### src/rtl/regfile_wb_arbiter.sv
// Arbitrates NREQ writeback requesters onto the single register-file write port; 1-cycle latency.
// Backpressure: req_ready drops while rf_hold freezes a pending write; an empty register still accepts.
module regfile_wb_arbiter #(
  parameter int NREQ  = 3,
  parameter bit RR_EN = 1'b1
) (
  input  logic               clk,
  input  logic               resetn,
  input  logic [NREQ-1:0]    req_valid,
  input  logic [5*NREQ-1:0]  req_addr,
  input  logic [32*NREQ-1:0] req_data,
  output logic [NREQ-1:0]    req_ready,
  input  logic               rf_hold,
  output logic               rf_we,
  output logic [4:0]         rf_waddr,
  output logic [31:0]        rf_wdata,
  output logic               pend_valid,
  output logic [4:0]         pend_addr
);

  localparam int PW = (NREQ > 1) ? $clog2(NREQ) : 1;

  typedef struct packed {
    logic [4:0]  addr;
    logic [31:0] data;
  } wb_t;

  logic            out_valid_q, out_valid_d;
  wb_t             out_q, out_d;
  logic [PW-1:0]   rr_ptr_q, rr_ptr_d;
  logic            active_q, active_d;

  logic [NREQ-1:0] gnt;
  logic [PW-1:0]   win_idx;
  logic [PW-1:0]   idx_v;
  logic [PW:0]     sum;
  logic            found;
  logic [4:0]      win_addr;
  logic [31:0]     win_data;
  logic            can_accept;
  logic            xfer;

  // Search order starts at the pointer (round-robin) or at index 0 (fixed).
  always_comb begin
    gnt      = '0;
    win_idx  = '0;
    idx_v    = '0;
    sum      = '0;
    found    = 1'b0;
    win_addr = '0;
    win_data = '0;
    for (int k = 0; k < NREQ; k++) begin
      sum = RR_EN ? ({1'b0, rr_ptr_q} + (PW+1)'(k)) : (PW+1)'(k);
      if (sum >= (PW+1)'(NREQ)) sum = sum - (PW+1)'(NREQ);
      idx_v = sum[PW-1:0];
      if (!found && req_valid[idx_v]) begin
        found   = 1'b1;
        win_idx = idx_v;
      end
    end
    gnt[win_idx] = found;
    for (int i = 0; i < NREQ; i++) begin
      if (gnt[i]) begin
        win_addr = req_addr[5*i +: 5];
        win_data = req_data[32*i +: 32];
      end
    end
  end

  // active_q keeps grants off until the first edge after reset is released.
  assign can_accept = !out_valid_q || !rf_hold;
  assign req_ready  = (can_accept && active_q) ? gnt : '0;
  assign xfer       = |req_ready;

  assign rf_we      = out_valid_q && !rf_hold;
  assign rf_waddr   = out_q.addr;
  assign rf_wdata   = out_q.data;
  assign pend_valid = out_valid_q;
  assign pend_addr  = out_q.addr;

  always_comb begin
    out_valid_d = out_valid_q;
    out_d       = out_q;
    rr_ptr_d    = rr_ptr_q;
    active_d    = 1'b1;
    if (xfer) begin
      out_d.addr  = win_addr;
      out_d.data  = win_data;
      out_valid_d = |win_addr;
      rr_ptr_d    = (win_idx == PW'(NREQ-1)) ? '0 : win_idx + 1'b1;
    end else if (!rf_hold) begin
      out_valid_d = 1'b0;
    end
  end

  always_ff @(posedge clk or negedge resetn) begin
    if (!resetn) begin
      out_valid_q <= 1'b0;
      out_q       <= '0;
      rr_ptr_q    <= '0;
      active_q    <= 1'b0;
    end else begin
      out_valid_q <= out_valid_d;
      out_q       <= out_d;
      rr_ptr_q    <= rr_ptr_d;
      active_q    <= active_d;
    end
  end

endmodule

### config.mk
export PLATFORM = sky130hd
export DESIGN_NAME = regfile_wb_arbiter
export DESIGN_NICKNAME = d
export VERILOG_FILES = /design/src/rtl/regfile_wb_arbiter.sv
export SDC_FILE = /design/constraint.sdc
export NUM_CORES = 1
export LEC_CHECK = 0
export BUFFER_PORTS_ARGS = -buffer_cell sky130_fd_sc_hd__buf_2
export CORE_MARGIN = 2
export CORE_UTILIZATION = 30
export DETAILED_ROUTE_END_ITERATION = 6
export HOLD_SLACK_MARGIN = 0.06
export SYNTH_ARGS = -nofsm -noshare
export SYNTH_HDL_FRONTEND = slang
export SYNTH_SLANG_ARGS = --single-unit
### constraint.sdc
create_clock -name clk -period 5.4 [get_ports clk]
set_input_delay 0.54 -clock clk [delete_from_list [all_inputs] [get_ports clk]]
set_output_delay 0.54 -clock clk [all_outputs]
set_load 0.02 [all_outputs]
==> Word level (Yosys, flattened, before mapping) <==
Index checks and enable logic that the tools add are counted.
Widths: inputs -> output; s select.
{ "word_totals": {"register_bits": 41, "latchBits": 0, "mem_bits_rw": 0, "mem_bits_ro": 0, "in_bits": 117, "mem_count": 0} }
{ "classes": {"addsub": 6, "n_mul": 0, "n_div": 0, "order_cmp": 8, "eq_ne": 2, "shift": 0, "mux": 27, "n_bitwise": 1, "n_reduce_logical": 12} }
{ "op_table": {"columns": ["op", "n"], "rows": [
  ["$mux 32", 3],
  ["$mux 5", 3],
  ["$mux 2", 7],
  ["$lt 2x3->1 const B", 4],
  ["$mux 1", 9],
  ["$bmux 1 s2", 3],
  ["$ge 3x2->1 const B", 2],
  ["$sub 2x2->2 const B", 3],
  ["$logic_and 1x1->1", 5],
  ["$reduce_or 5->1", 1],
  ["$logic_not 1->1", 4],
  ["$add 2x1->3 const B", 1],
  ["$add 2x2->3 const B", 1],
  ["$and 3x3->3", 1],
  ["$mux 3", 1],
  ["$reduce_or 3->1", 1],
  ["$add 2x1->2 const B", 1],
  ["$demux 1 s2", 1],
  ["$eq 2x2->1 const B", 1],
  ["$ge 2x1->1 const B", 1],
  ["$ge 2x2->1 const B", 1],
  ["$ne 2x1->1 const B", 1],
  ["$logic_or 1x1->1", 1]
]} }

==> Longest topological paths before layout <==
{ "depth": {"depth_word": 21, "depth_mapped": 12} }

==> Least setup slack after synthesis <==
No wires, ideal clock.
{ "synth_path": {"path_type": "register to output", "start": "register rr_ptr_q[0]", "end": "output req_ready[0]", "t_arrival_ps": 2092, "required_ps": 4860, "setup_slack_ps": 2768, "stages_incl_launch_ff": 10, "path_cell_list": "dfrtp_1 inv_1 ha_1 buf_4 nand2b_1 a31oi_2 o21a_1 buf_6 clkbuf_1 and3_1"} }
{ "synth_between": {"elab_chain_len": 17} }
{ "synth_rtl": {"columns": ["item", "line_no", "source"], "rows": [
  ["from (decl)", "30", "logic [PW-1:0] rr_ptr_q, rr_ptr_d;"],
  ["from (signal assigned)", "105", "rr_ptr_q <= rr_ptr_d;"],
  ["branches (longest 15 deep; another with $add 2x1->3)", null, null],
  ["$and 3x3->3 (no line) *", null, null],
  ["$mux 3 *", "72", "assign req_ready = (can_accept && active_q) ? gnt : '0;"],
  ["to (decl)", "12", "output logic [NREQ-1:0] req_ready,"]
]} }
Every way passes the cells marked *. The select of a mux whose other input is x is not followed.

==> Final worst setup path <==
Ends and elaborated chain as after synthesis.

==> run_results.csv <==
group,metric,value,unit
logic_synthesis,yosysWarnings,0,
grt,gr-usage-met3,3.050,%
floorplanning,initial_utilization,31.19,%
clocking,cts_tree,"yes",
logic_synthesis,seq_area_frac_synth,42.36,%
power_and_ir_drop,power_frac_clock,10.1,%
layout,nFillCells,833,
hold_path,hold_class,"in2async",
clocking,cts_setup_buffers,0,
clocking,cts_max_path_buffers,2,
worst_setup_path,worstReg2RegStart,"rr_ptr_q[0]$_DFFE_PN0P_",
layout,drive_gt1_share,43.99,%
timing,tns,0,ns
clocking,htree_levels,2,
timing,max_slew.worst_pin.slew,0.9301,ns
worst_setup_path,worstSetupStartpointType,"flip-flop",
timing,worst_hold_slack,0.3766,ns
worst_setup_path,ff2ff_path_depth,10,
logic_synthesis,synth_cell_type_count,37,
layout,num-nets-final,535,
logic_synthesis,synth_edf_count,0,
power_and_ir_drop,power_leakage,1.763,nW
worst_setup_path,endpoint_kind,"output pin",
timing,period_share,69.49,%
logic_synthesis,syn_area_per_cell,8.972,um2
grt,grt_remaining_overflow,0,
routing,vias_per_cell,5.100,
floorplanning,std_cell_rows,32,
logic_synthesis,syn_area,2422,um2
grt,grt_max_degree,42,
timing,fmax,266.5,MHz
layout,final_common_cell,"buf_2",
logic_synthesis,postSynthRegisterBits,41,
place,post-dp-hpwl,5423,um
floorplanning,die_area,8809,um2
clocking,clock-sinks,41,
clocking,clock_latency,0.29,ns
routing,wl_per_cell,14.04,um
timing,finalSetupViolations,0,
floorplanning,die_h,93.86,um
timing,fin_skew,0.004228,ns
clocking,cts_buffers,5,
layout,final_util,43.32,%
timing,rsz0062_at_grt,"false",
worst_setup_path,r2r-end,"pend_valid$_DFFE_PN0P_",
clocking,clockRootBuffer,"clkbuf_8",
routing,drt_iter0_drc,81,
grt,met2_usage,29.29,%
clocking,clk_pin_slew_worst_paths,0.08,ns
clocking,postCtsHoldBufs,0,
logic_synthesis,ys.flop_type,"dfrtp_1",
layout,n_antenna_cell,0,
power_and_ir_drop,p_per_area,577.5,nW/um2
logic_synthesis,yosysTopAreaCellShare,42.36,%
power_and_ir_drop,p_sw_share,48.86,%
timing,relSlewSlack,38.00,%
grt,grt_busiest_layer,"met2",
worst_setup_path,crit_type,"reg2out",
routing,drcViolationCount,0,
power_and_ir_drop,p_int,0.9937,mW
grt,antenna_found_initial,0,
grt,grt_pass1_wl,11650,um
worst_setup_path,arrival,3.21,ns
worst_setup_path,cp.required,4.86,ns
layout,synthToLayoutAreaGrowth,38.89,%
flow_run,cap_violations,0,
routing,routed_wl,7271,um
worst_setup_path,cp_slowest_stage_delay,0.57,ns
place,numPortBuffers,163,
worst_setup_path,crit_chain,"inv_1 -> ha_1 -> a22o_1 -> a211oi_2 -> a31oi_2 -> o21a_1 -> buf_4 -> and3_1 -> buf_2",
power_and_ir_drop,ir_worst_vdd,0.2043,mV
worst_setup_path,rrSetupSlack,2.20,ns
layout,mostFrequentLayoutCells,"buf_2 (163), dfrtp_1 (41), nor2_1 (38)",
power_and_ir_drop,p_comb_share,62.9,%
outcome,outcome,"completed",
routing,first_pass_iters,4,
power_and_ir_drop,p_sw,0.9493,mW
grt,grt_use_total,16.60,%
timing,period_needed,3.753,ns
logic_synthesis,syn_nets,390,
timing,slew_violations,0,
power_and_ir_drop,pwr-share-seq,27.0,%
logic_synthesis,async_flop_share,100.0,%
grt,grt_pass1_vias,2394,
logic_synthesis,synth.area.top_cells,"dfrtp_1 (42%), a221oi_1 (9.8%), o31ai_1 (7.7%), nor2_1 (5.9%), nand2_1 (5.3%)",
routing,vias,2642,
timing,timing_hold_violations_final,0,
routing,antenna_left,0,
grt,grt_use_met1,21.10,%
floorplanning,ios,164,
logic_synthesis,syn_inst,270,
clocking,post_cts_resized,0,
worst_setup_path,slowest_stage,"o21a_1",
logic_synthesis,synth_top_area_cell,"dfrtp_1",
floorplanning,fp.coreArea,7767,um2
floorplanning,die_x,93.86,um
worst_setup_path,crit_fanout,24,
place,gp_congestion,0.7956,
[through the flow]
| stage | instances | power [mW] | setup WS (ns) | area (um2) |
|---|---|---|---|---|
| floorplan | 270 | 1.431 | 2.768 | 2422 |
| global placement | 510 | 1.752 | 2.052 | 3278 |
| detailed placement | 510 | 1.771 | 1.957 | 3278 |
| CTS | 518 | 1.975 | 1.626 | 3364 |
| global route | 518 | 2.109 | 1.392 | 3364 |
| finish | 518 | 1.943 | 1.647 | 3364 |
[how the worst max path moves through the flow]
stage,start,endpoint,slack (ns),cells after the start
after detailed placement,rr_ptr_q[0]$_DFFE_PN0P_,req_ready[0],1.96,9
after floorplan,rr_ptr_q[0]$_DFFE_PN0P_,req_ready[0],2.77,9
after global placement,rr_ptr_q[0]$_DFFE_PN0P_,req_ready[0],2.05,9
final,rr_ptr_q[0]$_DFFE_PN0P_,req_ready[0],1.65,9
after CTS,rr_ptr_q[0]$_DFFE_PN0P_,req_ready[0],1.63,9
after global routing,rr_ptr_q[0]$_DFFE_PN0P_,req_ready[0],1.39,9
[layer usage]
metal	vias to the layer above	share of wire [%]	wire, um
li1	1289	-	-
met3	7	7.9	577
met5	-	0	0
met2	119	50	3625
met4	0	0.89	65
met1	1227	41	3001
[sequential cells by signal, indices dropped and copies added, names as in the netlist]
signal / flops
rr_ptr_q: 2
rf_wdata: 32
active_q: 1
pend_addr: 5
pend_valid: 1
[power by group through the flow]
stage / Sequential (mW) / Clock, mW / Combinational (mW)
after global routing: 0.546 / 0.220 / 1.34
final: 0.525 / 0.197 / 1.22
after floorplan: 0.692 / 0 / 0.739
after detailed placement: 0.531 / 0 / 1.24
after CTS: 0.527 / 0.209 / 1.24
after global placement: 0.532 / 0 / 1.22
[cell families (layout without fill, tap and decap cells)]
family	after synthesis	after routing	share of synthesized area [%]
and+or+nand+nor	89	89	15.50
muxes	1	1	0.4132
adders and majority gates	3	3	1.550
buffers and inverters	33	179	6.973
other	1	1	0.1548
DFF	41	41	42.36
AOI/OAI and AO/OA	102	102	33.06
[synth_stat cells (all sizes together), types with 2 or more instances]
cell type,count
a211oi,9
a21o,14
a221oi,29
and2,3
buf,14
clkbuf,16
dfrtp,41
ha,3
inv,3
nand2,34
nand2b,2
nor2,38
nor2b,3
nor3,5
o21a,4
o21ai,11
o22ai,2
o31ai,25
[final cells by class]
class	instances	area, um2	share of cell area, %
multi-input combinational	196	1260	37.45
tap	102	127.6	3.793
timing repair buffer	168	853.3	25.36
clock inverter	3	17.52	0.5206
clock buffer	5	68.82	2.045
inverter	3	11.26	0.3347
sequential	41	1026	30.49
[critical path: cells and delay by family (launching register included)]
kind | cells | cell delay [ns]
buffers and inverters | 3 | 0.62
AOI/OAI and AO/OA | 4 | 1.18
adders and majority gates | 1 | 0.50
DFF | 1 | 0.39
and+or+nand+nor | 1 | 0.22
(Power assumes the default switching activity.)
